===== config.mk =====
export PLATFORM = sky130hd
export DESIGN_NAME = cu_sequencer
export DESIGN_NICKNAME = d
export VERILOG_FILES = /design/src/rtl/cu_pkg.sv /design/src/rtl/cu_decode.sv /design/src/rtl/cu_sequencer.sv
export SDC_FILE = /design/constraint.sdc
export NUM_CORES = 1
export LEC_CHECK = 0
export ABC_CLOCK_PERIOD_IN_PS = 1400
export BUFFER_PORTS_ARGS = -buffer_cell sky130_fd_sc_hd__buf_2
export CORE_MARGIN = 2
export CORE_UTILIZATION = 28
export CTS_CLUSTER_DIAMETER = 150
export DETAILED_ROUTE_END_ITERATION = 7
export PLACE_DENSITY_LB_ADDON = 0.1
export SKIP_LAST_GASP = 1
export SYNTH_ARGS = -nofsm -noshare
export SYNTH_HDL_FRONTEND = slang
export SYNTH_HIERARCHICAL = 1
export SYNTH_SLANG_ARGS = --single-unit

===== constraint.sdc =====
create_clock -name clk -period 1.4 [get_ports clk]
set_input_delay 0.14 -clock clk [delete_from_list [all_inputs] [get_ports clk]]
set_output_delay 0.14 -clock clk [all_outputs]
set_load 0.02 [all_outputs]

===== src/rtl/cu_pkg.sv =====
// cu_pkg: shared opcodes, FSM states and encodings
// for the control-unit sequencer and its decoder.
package cu_pkg;

  localparam logic [3:0] OP_NOP   = 4'h0;
  localparam logic [3:0] OP_LOAD  = 4'h1;
  localparam logic [3:0] OP_STORE = 4'h2;
  localparam logic [3:0] OP_ADD   = 4'h3;
  localparam logic [3:0] OP_SUB   = 4'h4;
  localparam logic [3:0] OP_AND   = 4'h5;
  localparam logic [3:0] OP_MOV   = 4'h6;
  localparam logic [3:0] OP_LDI   = 4'h7;
  localparam logic [3:0] OP_JMP   = 4'h8;
  localparam logic [3:0] OP_JZ    = 4'h9;
  localparam logic [3:0] OP_HALT  = 4'hF;

  localparam logic [1:0] BUS_PC  = 2'd0;
  localparam logic [1:0] BUS_IMM = 2'd1;
  localparam logic [1:0] BUS_REG = 2'd2;
  localparam logic [1:0] BUS_ALU = 2'd3;

  localparam logic [1:0] ALU_ADD  = 2'd0;
  localparam logic [1:0] ALU_SUB  = 2'd1;
  localparam logic [1:0] ALU_AND  = 2'd2;
  localparam logic [1:0] ALU_PASS = 2'd3;

  typedef enum logic [2:0] {
    S_FETCH_A,
    S_FETCH_B,
    S_DECODE,
    S_EXEC,
    S_MEM_A,
    S_MEM_RD,
    S_MEM_WR,
    S_HALT
  } state_t;

  typedef enum logic [2:0] {
    C_NOP,
    C_ALU,
    C_LDI,
    C_JMP,
    C_JZ,
    C_LOAD,
    C_STORE,
    C_HALT
  } iclass_t;

endpackage


===== src/rtl/cu_decode.sv =====
// cu_decode: opcode -> instruction class, ALU op, illegal.
// Ports: op_i opcode; cls_o class; alu_op_o; illegal_o.
module cu_decode
  import cu_pkg::*;
(
  input  logic [3:0] op_i,
  output iclass_t    cls_o,
  output logic [1:0] alu_op_o,
  output logic       illegal_o
);

  always_comb begin
    cls_o     = C_NOP;
    alu_op_o  = ALU_PASS;
    illegal_o = 1'b0;
    unique case (op_i)
      OP_NOP:   cls_o = C_NOP;
      OP_LOAD:  cls_o = C_LOAD;
      OP_STORE: cls_o = C_STORE;
      OP_ADD: begin
        cls_o    = C_ALU;
        alu_op_o = ALU_ADD;
      end
      OP_SUB: begin
        cls_o    = C_ALU;
        alu_op_o = ALU_SUB;
      end
      OP_AND: begin
        cls_o    = C_ALU;
        alu_op_o = ALU_AND;
      end
      OP_MOV:   cls_o = C_ALU;
      OP_LDI:   cls_o = C_LDI;
      OP_JMP:   cls_o = C_JMP;
      OP_JZ:    cls_o = C_JZ;
      OP_HALT:  cls_o = C_HALT;
      // A..E run as NOP but are flagged
      default:  illegal_o = 1'b1;
    endcase
  end

endmodule


===== src/rtl/cu_sequencer.sv =====
// cu_sequencer: multi-cycle fetch/decode/execute control FSM.
// Ports: clk, reset (sync, high); to_cu instr from IR;
// mem_ready, z_flag in; IR/mem/PC/MAR/regfile/ALU controls,
// halted, illegal out.
module cu_sequencer
  import cu_pkg::*;
#(
  parameter int DATA_W = 16,
  parameter int NREG   = 4
) (
  input  logic              clk,
  input  logic              reset,
  input  logic [DATA_W-1:0] to_cu,
  input  logic              mem_ready,
  input  logic              z_flag,
  output logic              ir_write_en,
  output logic              ir_read_en,
  output logic              rd,
  output logic              wr,
  output logic              mar_we,
  output logic              pc_inc,
  output logic              pc_load,
  output logic [1:0]        bus_sel,
  output logic [NREG-1:0]   reg_we,
  output logic [1:0]        alu_op,
  output logic              halted,
  output logic              illegal
);

  state_t state_q, state_d;

  iclass_t    cls;
  logic [1:0] dec_alu;
  logic       dec_ill;

  logic [NREG-1:0] rd_oh;

  // rs and imm/addr are consumed by the datapath
  logic unused_fields;
  assign unused_fields = ^to_cu[9:0];

  assign rd_oh = NREG'(1) << to_cu[11:10];

  cu_decode u_dec (
    .op_i      (to_cu[15:12]),
    .cls_o     (cls),
    .alu_op_o  (dec_alu),
    .illegal_o (dec_ill)
  );

  always_ff @(posedge clk) begin
    if (reset) state_q <= S_FETCH_A;
    else       state_q <= state_d;
  end

  always_comb begin
    state_d     = state_q;
    ir_write_en = 1'b0;
    ir_read_en  = 1'b0;
    rd          = 1'b0;
    wr          = 1'b0;
    mar_we      = 1'b0;
    pc_inc      = 1'b0;
    pc_load     = 1'b0;
    bus_sel     = BUS_PC;
    reg_we      = '0;
    alu_op      = ALU_ADD;
    halted      = 1'b0;
    illegal     = 1'b0;

    unique case (state_q)
      S_FETCH_A: begin
        mar_we  = 1'b1;
        state_d = S_FETCH_B;
      end
      S_FETCH_B: begin
        rd = 1'b1;
        if (mem_ready) begin
          ir_write_en = 1'b1;
          pc_inc      = 1'b1;
          state_d     = S_DECODE;
        end
      end
      S_DECODE: begin
        illegal = dec_ill;
        unique case (cls)
          C_NOP:   state_d = S_FETCH_A;
          C_HALT:  state_d = S_HALT;
          C_LOAD,
          C_STORE: state_d = S_MEM_A;
          default: state_d = S_EXEC;
        endcase
      end
      S_EXEC: begin
        state_d = S_FETCH_A;
        unique case (cls)
          C_ALU: begin
            bus_sel = BUS_ALU;
            alu_op  = dec_alu;
            reg_we  = rd_oh;
          end
          C_LDI: begin
            ir_read_en = 1'b1;
            bus_sel    = BUS_IMM;
            reg_we     = rd_oh;
          end
          C_JMP, C_JZ: begin
            ir_read_en = 1'b1;
            bus_sel    = BUS_IMM;
            pc_load    = (cls == C_JMP) | z_flag;
          end
          default: ;
        endcase
      end
      S_MEM_A: begin
        ir_read_en = 1'b1;
        bus_sel    = BUS_IMM;
        mar_we     = 1'b1;
        state_d    = (cls == C_STORE) ? S_MEM_WR
                                      : S_MEM_RD;
      end
      S_MEM_RD: begin
        rd = 1'b1;
        if (mem_ready) begin
          reg_we  = rd_oh;
          state_d = S_FETCH_A;
        end
      end
      S_MEM_WR: begin
        wr      = 1'b1;
        bus_sel = BUS_REG;
        if (mem_ready) state_d = S_FETCH_A;
      end
      S_HALT: halted = 1'b1;
      default: state_d = S_FETCH_A;
    endcase

    // Held reset silences every control, so a strobe
    // already in flight can never complete a write.
    if (reset) begin
      ir_write_en = 1'b0;
      ir_read_en  = 1'b0;
      rd          = 1'b0;
      wr          = 1'b0;
      mar_we      = 1'b0;
      pc_inc      = 1'b0;
      pc_load     = 1'b0;
      bus_sel     = BUS_PC;
      reg_we      = '0;
      alu_op      = ALU_ADD;
      halted      = 1'b0;
      illegal     = 1'b0;
    end
  end

endmodule

==> reports/qor.yml <==
status:
  status: "finished, violations left"
  violations: "negative setup slack"
finish:
  finalNonFillerCells: 168
  synthToLayoutAreaGrowth_pct: 102
  drive_gt1_frac: 0.617
  top_register: "state_q"
  nets: 162
  utilization: 0.607
  largest_reg_flops: 3
  post-route-cell-area_sq_mm: 0.00121
  diodes: 0
  reg_top3: "state_q x3"
  nFillCells: 198
synthesis:
  ys_ff_latch: 3
  yosysSeqAreaShare: 0.100
  synth-main-ff-cell: "dfxtp_1"
  ys_warn_count: 6
  syn_nets: 114
  synthArstFlopShare: 0
  synth_edf_count: 0
  avgSynthCellArea_sq_um: 6.39
  synthCells: 94
  synth_area_sq_um: 601
  yosysUniqueCellTypes: 36
detailed_routing:
  wirelength_microns: 1950
  routedWlPerCell_microns: 11.6
  antenna_left: 0
  drtIter0Drc: 14
  drc: 0
  vias_per_cell: 5.01
  dr.pass1.iters: 4
  vias: 841
timing:
  finClkSkew_ns: 0.00277
  fin_tns_setup_ns: -2.51
  finalSetupViolCount: 11
  rsz0062_at_grt: "yes"
  fmax_mhz: 590
  fin_crit_ns: 1.69
  worst_slack_ns: -0.294
  relSlewSlack: 0.856
  period_share: 1.21
  hold_viol: 0
  worstMarginPinSlew_ns: 0.213
  maxSlewViolCount: 0
critical_path:
  worstPathRequired_ns: 1.26
  start_kind: "input pin"
  critPathArrivalTime_ns: 1.55
  reg2reg_depth: 5
  end_kind: "output port"
  path_max_fanout: 7
  path_cells: "buf_8 > and3_4 > o21ai_2 > o21ai_2 > and4bb_2 > a2bb2oi_1 > or2_4 > nor3_4 > buf_6"
  slowest_stage: "and4bb_2"
  r2r_end: "state_q[1]$_SDFFE_PP0P_"
  reg2reg_slack_ns: 0.18
  max_stage_delay_ns: 0.31
  worstReg2RegStart: "state_q[0]$_SDFFE_PP0P_"
  critPathKind: "input pin to output port"
  crit_top_cell: "o21ai_2"
cts:
  path_clk_slew_ns: 0.03
  cts_tree: "built"
  clock_latency_ns: 0.23
  clockRootBuffer: "clkbuf_4"
  clock-sinks: 3
  cts_buffers: 3
  cts_buffer_depth: 2
  h-tree-depth: 1
global_route:
  grt_max_degree: 9
  gr-total-overflow: 0
  antenna_found_initial: 0
  grt_use_total: 0.171
  grt_pass1_vias: 797
  grt_pass1_wl_microns: 3420
die:
  start_util: 0.300
  die_area_sq_mm: 0.00253
  die_y_microns: 50.3
  die_w_microns: 50.3
  core_sq_mm: 0.00200
  floorplan.rows: 16
  ioPinCount: 37
power_and_ir_drop:
  power_frac_clock: 0.269
  ir_drop_uv: 458
  pwr-share-seq: 0.179
  power.leakage_nw: 0.509
  p_int_mw: 0.354
  p_sw_mw: 0.198
  p_per_area_mw_per_mm2: 454
  power_frac_comb: 0.552
  swShare: 0.358
placed_design:
  place_area_sq_um: 971
  post-place-cells: 160
  gp_congestion: 0.775
  dp_hpwl_microns: 1470
  io_buffers: 26
hold_path:
  hold_depth: 4
  hp-class: "input pin to flop"
  hold_path_end: "state_q[2]$_SDFFE_PP0P_"
  min_from: "mem_ready"
flow_run:
  max-cap-violations: 0
metal layers:
metal,vias up,global-route usage,share of wire
met3,0,0.0476,0.067
met1,386,0.221,0.44
met4,0,0,0
met2,31,0.300,0.49
met5,-,0,0
li1,424,-,-
kinds of logic after synthesis:
group                  count (synthesis)  synth area share
buffers and inverters                 12             0.119
multiplexers                           1            0.0167
XOR/XNOR                               3            0.0438
flip-flops                             3             0.100
AO/OA/AOI/OAI                         21             0.227
AND/OR/NAND/NOR                       54             0.494
layout by cell type (no fill, tap or decap), types with 3 or more instances in the layout:
cell,count
clkbuf_4,3
nor3_4,4
nand2_1,11
buf_4,25
nand2b_1,4
a21oi_2,3
buf_6,15
nor2_1,6
a21oi_1,4
buf_2,10
inv_1,3
nand3b_1,3
nor2_4,4
metrics by stage:
step | hold slack (ns) | setup WS, ns | total power, mW
3_3_place_gp | 0.532 | -0.419 | 0.340
4_1_cts | 0.295 | -0.314 | 0.547
5_1_grt | 0.337 | -0.388 | 0.608
3_5_place_dp | 0.531 | -0.445 | 0.342
6_report | 0.308 | -0.294 | 0.552
2_1_floorplan | 0.312 | -0.334 | 0.260
worst max path at each step:
stage | cells after the start | from | to
2_1_floorplan | 8 | to_cu[13] | reg_we[0]
3_3_place_gp | 9 | to_cu[13] | reg_we[0]
3_5_place_dp | 9 | to_cu[13] | reg_we[0]
4_1_cts | 10 | to_cu[15] | bus_sel[0]
5_1_grt | 9 | to_cu[13] | reg_we[0]
6_report | 9 | to_cu[14] | reg_we[0]
synth_stat cells (2+ instances only):
master / count / area, sq um
buf_4: 4 / 30.0
nand2b_1: 6 / 37.5
o22ai_1: 2 / 12.5
nor3b_1: 3 / 22.5
nand3b_1: 3 / 22.5
nor2_1: 10 / 37.5
buf_2: 3 / 15.0
nor3_1: 7 / 35.0
xor2_1: 3 / 26.3
dfxtp_1: 3 / 60.1
nand2_1: 12 / 45.0
a21oi_1: 7 / 35.0
inv_1: 3 / 11.3
o21ai_0: 2 / 10.0
o21ai_1: 2 / 10.0
nor2b_1: 3 / 18.8
and3_1: 2 / 12.5
layout make-up:
class,instances,area [sq um],area share
flip-flops and latches,3,67.6,0.0556
well taps,27,33.8,0.0278
inverters,3,11.3,0.00927
repair buffers,52,437,0.359
clock buffers,4,26.3,0.0216
multi-input cells,79,639,0.526
power groups by stage:
stage | clock [mW] | combinational, mW | sequential, mW
detailed placement | 0 | 0.244 | 0.0979
floorplan | 0 | 0.165 | 0.0955
finish | 0.148 | 0.305 | 0.0986
global route | 0.174 | 0.334 | 0.0999
global placement | 0 | 0.242 | 0.0981
CTS | 0.157 | 0.290 | 0.0995
timing repair:
action | in CTS | in global routing
pin swaps | 15 | 4
gates resized for setup | 41 | 13
buffers inserted | 2 | 2
hold buffers | 0 | 0
setup endpoints to repair | 16 | 15
critical path: cells and delay by family:
kind / cells / cell delay [ns]
and+or+nand+nor: 4 / 0.90
buffers and inverters: 2 / 0.25
AOI/OAI and AO/OA: 3 / 0.27
Note: power is estimated with default switching activity, not from simulation.
